File: src/rtl/irrigation_scheduler.sv
// -----------------------------------------------------------------------------
// irrigation_scheduler
//   Sequences the irrigation machine through fill / run / clean and shares its
//   single tank between a sprinkler requester and a drip requester, round-robin.
//   Each run is timed in Tick units and always ends with a clean cycle.
//
//   Optional feature: define ACK_WATCHDOG_EN to bound every wait for a machine
//   status acknowledge to ACK_TIMEOUT clock cycles (sticky Timeout flag).
//
// Ports
//   Clk, Rst_n          clock (rising edge), asynchronous active-low reset
//   Tick                1-cycle timebase enable used by the run timer
//   Req_asp, Req_got    sprinkler / drip requests (levels)
//   Enchendo .. Erro    machine status inputs (filling, full, sprinkler,
//                       drip, cleaning, error)
//   Bs, Vs, L           sprinkler / drip / clean commands to the machine
//   Grant_asp/got       requester currently owns the tank
//   Busy, Done, Fault   not idle / 1-cycle run-complete pulse / in fault
//   Timeout             sticky watchdog flag (constant 0 without the macro)
//   Remaining           Ticks left in the current run, 0 outside RUN
// -----------------------------------------------------------------------------
module irrigation_scheduler #(
    parameter int TW          = 8,
    parameter int ASP_TICKS   = 10,
    parameter int GOT_TICKS   = 20,
    parameter int ACK_TIMEOUT = 16
) (
    input  logic          Clk,
    input  logic          Rst_n,
    input  logic          Tick,
    input  logic          Req_asp,
    input  logic          Req_got,
    input  logic          Enchendo,
    input  logic          Cheio,
    input  logic          Aspersao,
    input  logic          Gotejamento,
    input  logic          Limpando,
    input  logic          Erro,
    output logic          Bs,
    output logic          Vs,
    output logic          L,
    output logic          Grant_asp,
    output logic          Grant_got,
    output logic          Busy,
    output logic          Done,
    output logic          Fault,
    output logic          Timeout,
    output logic [TW-1:0] Remaining
);

    typedef enum logic [2:0] {
        S_IDLE, S_WAIT_FULL, S_GNT, S_RUN, S_STOP, S_CLEAN, S_FAULT
    } state_t;

    // A zero-length run would never see Remaining==1, so it is stretched to 1.
    localparam logic [TW-1:0] ASP_LEN = (ASP_TICKS == 0) ? TW'(1) : TW'(ASP_TICKS);
    localparam logic [TW-1:0] GOT_LEN = (GOT_TICKS == 0) ? TW'(1) : TW'(GOT_TICKS);

    state_t        state_q, state_d;
    logic          owner_got_q, owner_got_d;   // 1: drip owns the tank
    logic          last_got_q, last_got_d;     // rr pointer, 1: drip granted last
    logic [TW-1:0] rem_q, rem_d;
    logic          done_q, done_d;
    logic          bs_q, bs_d, vs_q, vs_d, l_q, l_d;
    logic          gnt_asp_q, gnt_asp_d, gnt_got_q, gnt_got_d;
    logic          busy_q, busy_d, fault_q, fault_d;
    logic          ack;
    logic          run_cmd, owns_tank;

`ifdef ACK_WATCHDOG_EN
    localparam int WDW = $clog2(ACK_TIMEOUT + 1);
    localparam logic [WDW-1:0] WD_LAST = WDW'(ACK_TIMEOUT - 1);
    logic [WDW-1:0] wd_q, wd_d;
    logic           timeout_q, timeout_d;
    logic           waiting;
`endif

    always_comb begin
        // NOTE: every variable gets a default before any branch, so no path
        // leaves one unassigned and no latch is inferred.
        state_d     = state_q;
        owner_got_d = owner_got_q;
        last_got_d  = last_got_q;
        rem_d       = rem_q;
        done_d      = 1'b0;
        ack         = owner_got_q ? Gotejamento : Aspersao;
`ifdef ACK_WATCHDOG_EN
        wd_d        = '0;
        timeout_d   = timeout_q;
        waiting     = (state_q == S_WAIT_FULL) || (state_q == S_GNT) ||
                      (state_q == S_STOP)      || (state_q == S_CLEAN);
`endif

        if (Erro && (state_q != S_IDLE) && (state_q != S_FAULT)) begin
            state_d    = S_FAULT;
            // Undo the grant so the interrupted requester is served first.
            last_got_d = !owner_got_q;
        end else begin
            case (state_q)
                S_IDLE: begin
                    if (!Erro && (Req_asp || Req_got)) begin
                        // Drip wins only if asp is absent or asp was served last.
                        owner_got_d = Req_got && (!Req_asp || !last_got_q);
                        last_got_d  = owner_got_d;
                        state_d     = S_WAIT_FULL;
                    end
                end
                S_WAIT_FULL: if (Cheio) state_d = S_GNT;
                S_GNT: begin
                    // Loading here means a Tick in this cycle is never counted.
                    if (ack) begin
                        state_d = S_RUN;
                        rem_d   = owner_got_q ? GOT_LEN : ASP_LEN;
                    end
                end
                S_RUN: begin
                    if (Tick) begin
                        if (rem_q == TW'(1)) state_d = S_STOP;
                        else                 rem_d   = rem_q - TW'(1);
                    end
                end
                S_STOP:  if (Limpando) state_d = S_CLEAN;
                S_CLEAN: begin
                    if (!Limpando && Enchendo) begin
                        state_d = S_IDLE;
                        done_d  = 1'b1;
                    end
                end
                S_FAULT: if (!Erro) state_d = S_IDLE;
                default: state_d = S_IDLE;
            endcase
`ifdef ACK_WATCHDOG_EN
            // Cycle count restarts on every state change.
            if (waiting && (state_d == state_q)) begin
                if (wd_q == WD_LAST) begin
                    state_d    = S_FAULT;
                    timeout_d  = 1'b1;
                    last_got_d = !owner_got_q;
                end else begin
                    wd_d = wd_q + WDW'(1);
                end
            end
`endif
        end

        if (state_d != S_RUN) rem_d = '0;

        // Outputs are decoded from the next state so they register in step.
        run_cmd   = (state_d == S_GNT) || (state_d == S_RUN);
        owns_tank = (state_d != S_IDLE) && (state_d != S_FAULT);
        bs_d      = run_cmd && !owner_got_d;
        vs_d      = run_cmd && owner_got_d;
        l_d       = (state_d == S_STOP);
        gnt_asp_d = owns_tank && !owner_got_d;
        gnt_got_d = owns_tank && owner_got_d;
        busy_d    = (state_d != S_IDLE);
        fault_d   = (state_d == S_FAULT);
    end

    // NOTE: sequential state uses non-blocking assignments only, so every flop
    // samples pre-edge values regardless of process ordering.
    always_ff @(posedge Clk or negedge Rst_n) begin
        if (!Rst_n) begin
            state_q     <= S_IDLE;
            owner_got_q <= 1'b0;
            last_got_q  <= 1'b1;
            rem_q       <= '0;
            done_q      <= 1'b0;
            bs_q        <= 1'b0;
            vs_q        <= 1'b0;
            l_q         <= 1'b0;
            gnt_asp_q   <= 1'b0;
            gnt_got_q   <= 1'b0;
            busy_q      <= 1'b0;
            fault_q     <= 1'b0;
        end else begin
            state_q     <= state_d;
            owner_got_q <= owner_got_d;
            last_got_q  <= last_got_d;
            rem_q       <= rem_d;
            done_q      <= done_d;
            bs_q        <= bs_d;
            vs_q        <= vs_d;
            l_q         <= l_d;
            gnt_asp_q   <= gnt_asp_d;
            gnt_got_q   <= gnt_got_d;
            busy_q      <= busy_d;
            fault_q     <= fault_d;
        end
    end

`ifdef ACK_WATCHDOG_EN
    always_ff @(posedge Clk or negedge Rst_n) begin
        if (!Rst_n) begin
            wd_q      <= '0;
            timeout_q <= 1'b0;
        end else begin
            wd_q      <= wd_d;
            timeout_q <= timeout_d;
        end
    end
    assign Timeout = timeout_q;
`else
    assign Timeout = 1'b0;
`endif

    assign Bs        = bs_q;
    assign Vs        = vs_q;
    assign L         = l_q;
    assign Grant_asp = gnt_asp_q;
    assign Grant_got = gnt_got_q;
    assign Busy      = busy_q;
    assign Done      = done_q;
    assign Fault     = fault_q;
    assign Remaining = rem_q;

endmodule

File: config.mk
export PLATFORM = sky130hd
export DESIGN_NAME = irrigation_scheduler
export DESIGN_NICKNAME = d
export VERILOG_FILES = /design/src/rtl/irrigation_scheduler.sv
export SDC_FILE = /design/constraint.sdc
export NUM_CORES = 1
export LEC_CHECK = 0
export ABC_AREA = 1
export BUFFER_PORTS_ARGS = -buffer_cell sky130_fd_sc_hd__buf_2
export CORE_UTILIZATION = 30
export CTS_CLUSTER_SIZE = 28
export DETAILED_ROUTE_END_ITERATION = 6
export PLACE_DENSITY = 0.59
export SETUP_SLACK_MARGIN = 0.5
export SYNTH_ARGS = -nofsm -noshare
export SYNTH_HDL_FRONTEND = slang
export SYNTH_SLANG_ARGS = --single-unit
File: constraint.sdc
create_clock -name Clk -period 1.5 [get_ports Clk]
set_input_delay 0.225 -clock Clk [delete_from_list [all_inputs] [get_ports Clk]]
set_output_delay 0.225 -clock Clk [all_outputs]
set_load 0.02 [all_outputs]
==> results.cfg <==
[min_path]
hold_path_class = in2reg
holdPathEnd = Done
min_path_cells = 2
min_from = Erro

[logic_synthesis]
ys.flop_type = dfrtp_1
synthAdderAreaFrac_pct = 1.98
synth_warnings = 0
synth_top_area_share_pct = 39.5
yosys.area_share.simple_pct = 33.3
synthXorXnorAreaFrac_pct = 1.38
yosysMostFrequentCell = nand2_1
yosysTopAreaCell = dfrtp_1
synth-compound-area-share_pct = 10.7
synth-edff-count = 0
syn_inst = 167
yosys-top-cells-area = dfrtp_1 (40%), nand2_1 (9.8%), inv_1 (8.6%), nor2_1 (7.4%), nand3_1 (5.1%)
muxShareOfSynthArea_pct = 0
syn-num-nets = 180
syn-cell-area_sq_um = 1270
ys_ff_latch = 21
ys_top_cells_by_count = nand2_1 (33), inv_1 (29), nor2_1 (25), dfrtp_1 (20), nand3_1 (13)
synth.distinct_cells = 29
synth_top_family_by_area = simple AND/OR/NAND/NOR gates
yosysSeqAreaShare_pct = 41.6
syn_area_per_cell_sq_um = 7.58
synthArstFlopShare_pct = 100

[job]
max-cap-violations = 0

[drt]
vias = 1258
drc = 0
drt-met1-wl_microns = 1630
route.met2.wl_microns = 1520
wl_met3_microns = 134
drt_iter0_markers = 59
dr.pass1.iters = 4
wl_microns = 3310
route.detailed.wl_per_inst_microns = 11.9
ant_nets = 0
viasPerCell = 4.53
dr.max_layer_used = met4

[critical_path]
end_kind = flop
r2r_end = Remaining[0]
crit_path_max_incr_delay_ns = 0.41
cp.arrival_ns = 1.67
crit_required_ns = 1.64
reg2reg_slack_ns = -0.02
worst-path-max-fanout = 8
reg2reg_depth = 11
reg2reg_from = Remaining[1]
cp-start-kind = flop
cp_slowest_cell = dfrtp_2
crit_type = reg2reg
cp_cell_sequence = inv_2 -> ha_4 -> nand2_1 -> nor2_1 -> nand3_1 -> nand2_2 -> nand3_2 -> nand2_4 -> clkinv_4 -> nand2_8 -> nor2_2

[placed_design]
hpwl_microns = 2290
placed_cell_area_sq_um = 1610
io_buffers = 26
gp_congestion = 0.873
dpl.cell_count = 257

[timing]
final.setup_skew_ns = 0.00315
finalCriticalPeriod_ns = 1.52
maxSlewViolCount = 0
setup_ws_ns = -0.0227
rsz0062_at_grt = yes
worst_hold_slack_ns = 0.165
fmax_mhz = 657
setup_viol = 9
finalHoldViolations = 0
post-route-period-util_pct = 102

[power]
p_clk_share_pct = 10.7
peakVddDrop_v = 0.000809
p_switching_mw = 1.62
netSwitchingFraction_pct = 46.0
power.internal_mw = 1.90
seqPwrFrac_pct = 24.9
powerDensity_nw_per_um2 = 1700
combPwrFrac_pct = 64.3
leakage_nw = 1.03

[layout]
nets = 242
antenna_cells = 0
layout-drive-gt1-share_pct = 53.1
area_growth_pct = 63.6
fin_area_sq_um = 2070
finalNonFillerCells = 278
fin_util_pct = 51.4

[status]
status = finished with violations
violations = setup timing

[clock_tree]
clockBufferDepth = 2
clockRootBuffer = clkbuf_8
cts_buffers = 3
cts_sinks = 21
clk_pin_slew_ns = 0.08
clock_latency_ns = 0.26
cts_tree = built
h-tree-depth = 1

[floorplan]
start_util_pct = 31.4
fp.coreArea_sq_um = 4030
ios = 28
die_area_sq_um = 4480
die_y_microns = 67.0
fp.dieW_microns = 67.0
rows = 23

[global_routing]
grt_max_degree = 22
grt_overflow = 0
grt_usage_pct = 16.0
first_global_vias = 1196
grt_pass1_wl_microns = 5420
antenna_found_initial = 0
==> critical path: cells and delay by family, from the launching register on <==
| kind | cells | cell delay (ns) |
|---|---|---|
| DFF | 1 | 0.41 |
| adders and majority gates | 1 | 0.14 |
| and+or+nand+nor | 8 | 0.71 |
| buffers and inverters | 2 | 0.15 |
==> cells in the final DEF (no fill, tap or decap), drive strengths merged <==
master        n
o21ai        13
nand2        38
a22oi         1
buf          57
nand4         3
dlygate4sd3   1
ha            2
a21boi        1
xor2          2
conb          1
inv          30
dfrtp        20
nand3        14
clkinv        2
dfstp         1
nor3          4
clkbuf        3
nor2         29
a21oi         6
==> metal layers <==
metal,GRT usage (%),vias to the layer above
met5,0,-
met4,4.26,0
met3,2.91,2
met2,24.9,23
met1,22.6,589
li1,-,644
==> how the worst max path moves through the flow <==
stage	startpoint	to	slack, ns	cells after the start
after global routing	Remaining[1]	Grant_asp	-0.11	10
final	Remaining[1]	Remaining[0]	-0.02	11
after CTS	Remaining[1]	Remaining[5]	-0.03	11
after floorplan	Remaining[1]	Remaining[0]	0.07	11
after detailed placement	Remaining[1]	Grant_asp	-0.03	11
after global placement	state_q[2]	Remaining[5]	-0.04	8
==> timing repair <==
action,CTS,global route
gates resized for setup,61,21
hold buffers,1,0
cloned,0,1
endpoints found under the setup margin,35,37
buffers inserted,10,5
hold endpoints to repair,20,0
pin swaps,14,12
==> final cells by class <==
| type | count | area, sq um |
|---|---|---|
| Timing Repair Buffer | 58 | 504 |
| Clock inverter | 1 | 5.00 |
| Inverter | 31 | 124 |
| Sequential cell | 21 | 532 |
| Clock buffer | 3 | 41.3 |
| Multi-Input combinational cell | 114 | 803 |
| Fill cell | 391 | 1960 |
| Tap cell | 50 | 62.6 |
==> power by group through the flow <==
stage	logic, mW	clock network (mW)	registers [mW]
2_1_floorplan	0.997	0	0.961
3_3_place_gp	1.55	0	0.849
3_5_place_dp	1.55	0	0.851
4_1_cts	2.05	0.398	0.860
5_1_grt	2.46	0.416	0.892
6_report	2.26	0.378	0.876
==> flip-flops by register name, summed over array words and instances (netlist names) <==
| register | flops |
|---|---|
| L | 1 |
| Grant_asp | 1 |
| Grant_got | 1 |
| Fault | 1 |
| Vs | 1 |
| state_q | 3 |
| last_got_q | 1 |
| Busy | 1 |
| Remaining | 8 |
| owner_got_q | 1 |
| Bs | 1 |
| Done | 1 |
==> cells by family (layout without fill, tap and decap cells) <==
family | Yosys count | count (layout)
buf+inv | 33 | 93
xor+xnor | 2 | 2
compound gates | 20 | 21
fa+ha+maj | 2 | 2
flops | 21 | 21
simple gates | 88 | 88
other cells | 1 | 1
==> per-stage QoR <==
step	power (mW)	TNS [ns]	setup slack, ns
after global placement	2.40	-0.0904	-0.0387
after global routing	3.77	-1.22	-0.109
after detailed placement	2.40	-0.0998	-0.0317
final	3.52	-0.126	-0.0227
after CTS	3.31	-0.211	-0.0347
after floorplan	1.96	0	0.0711
Note: power is estimated with default switching activity, not from simulation.
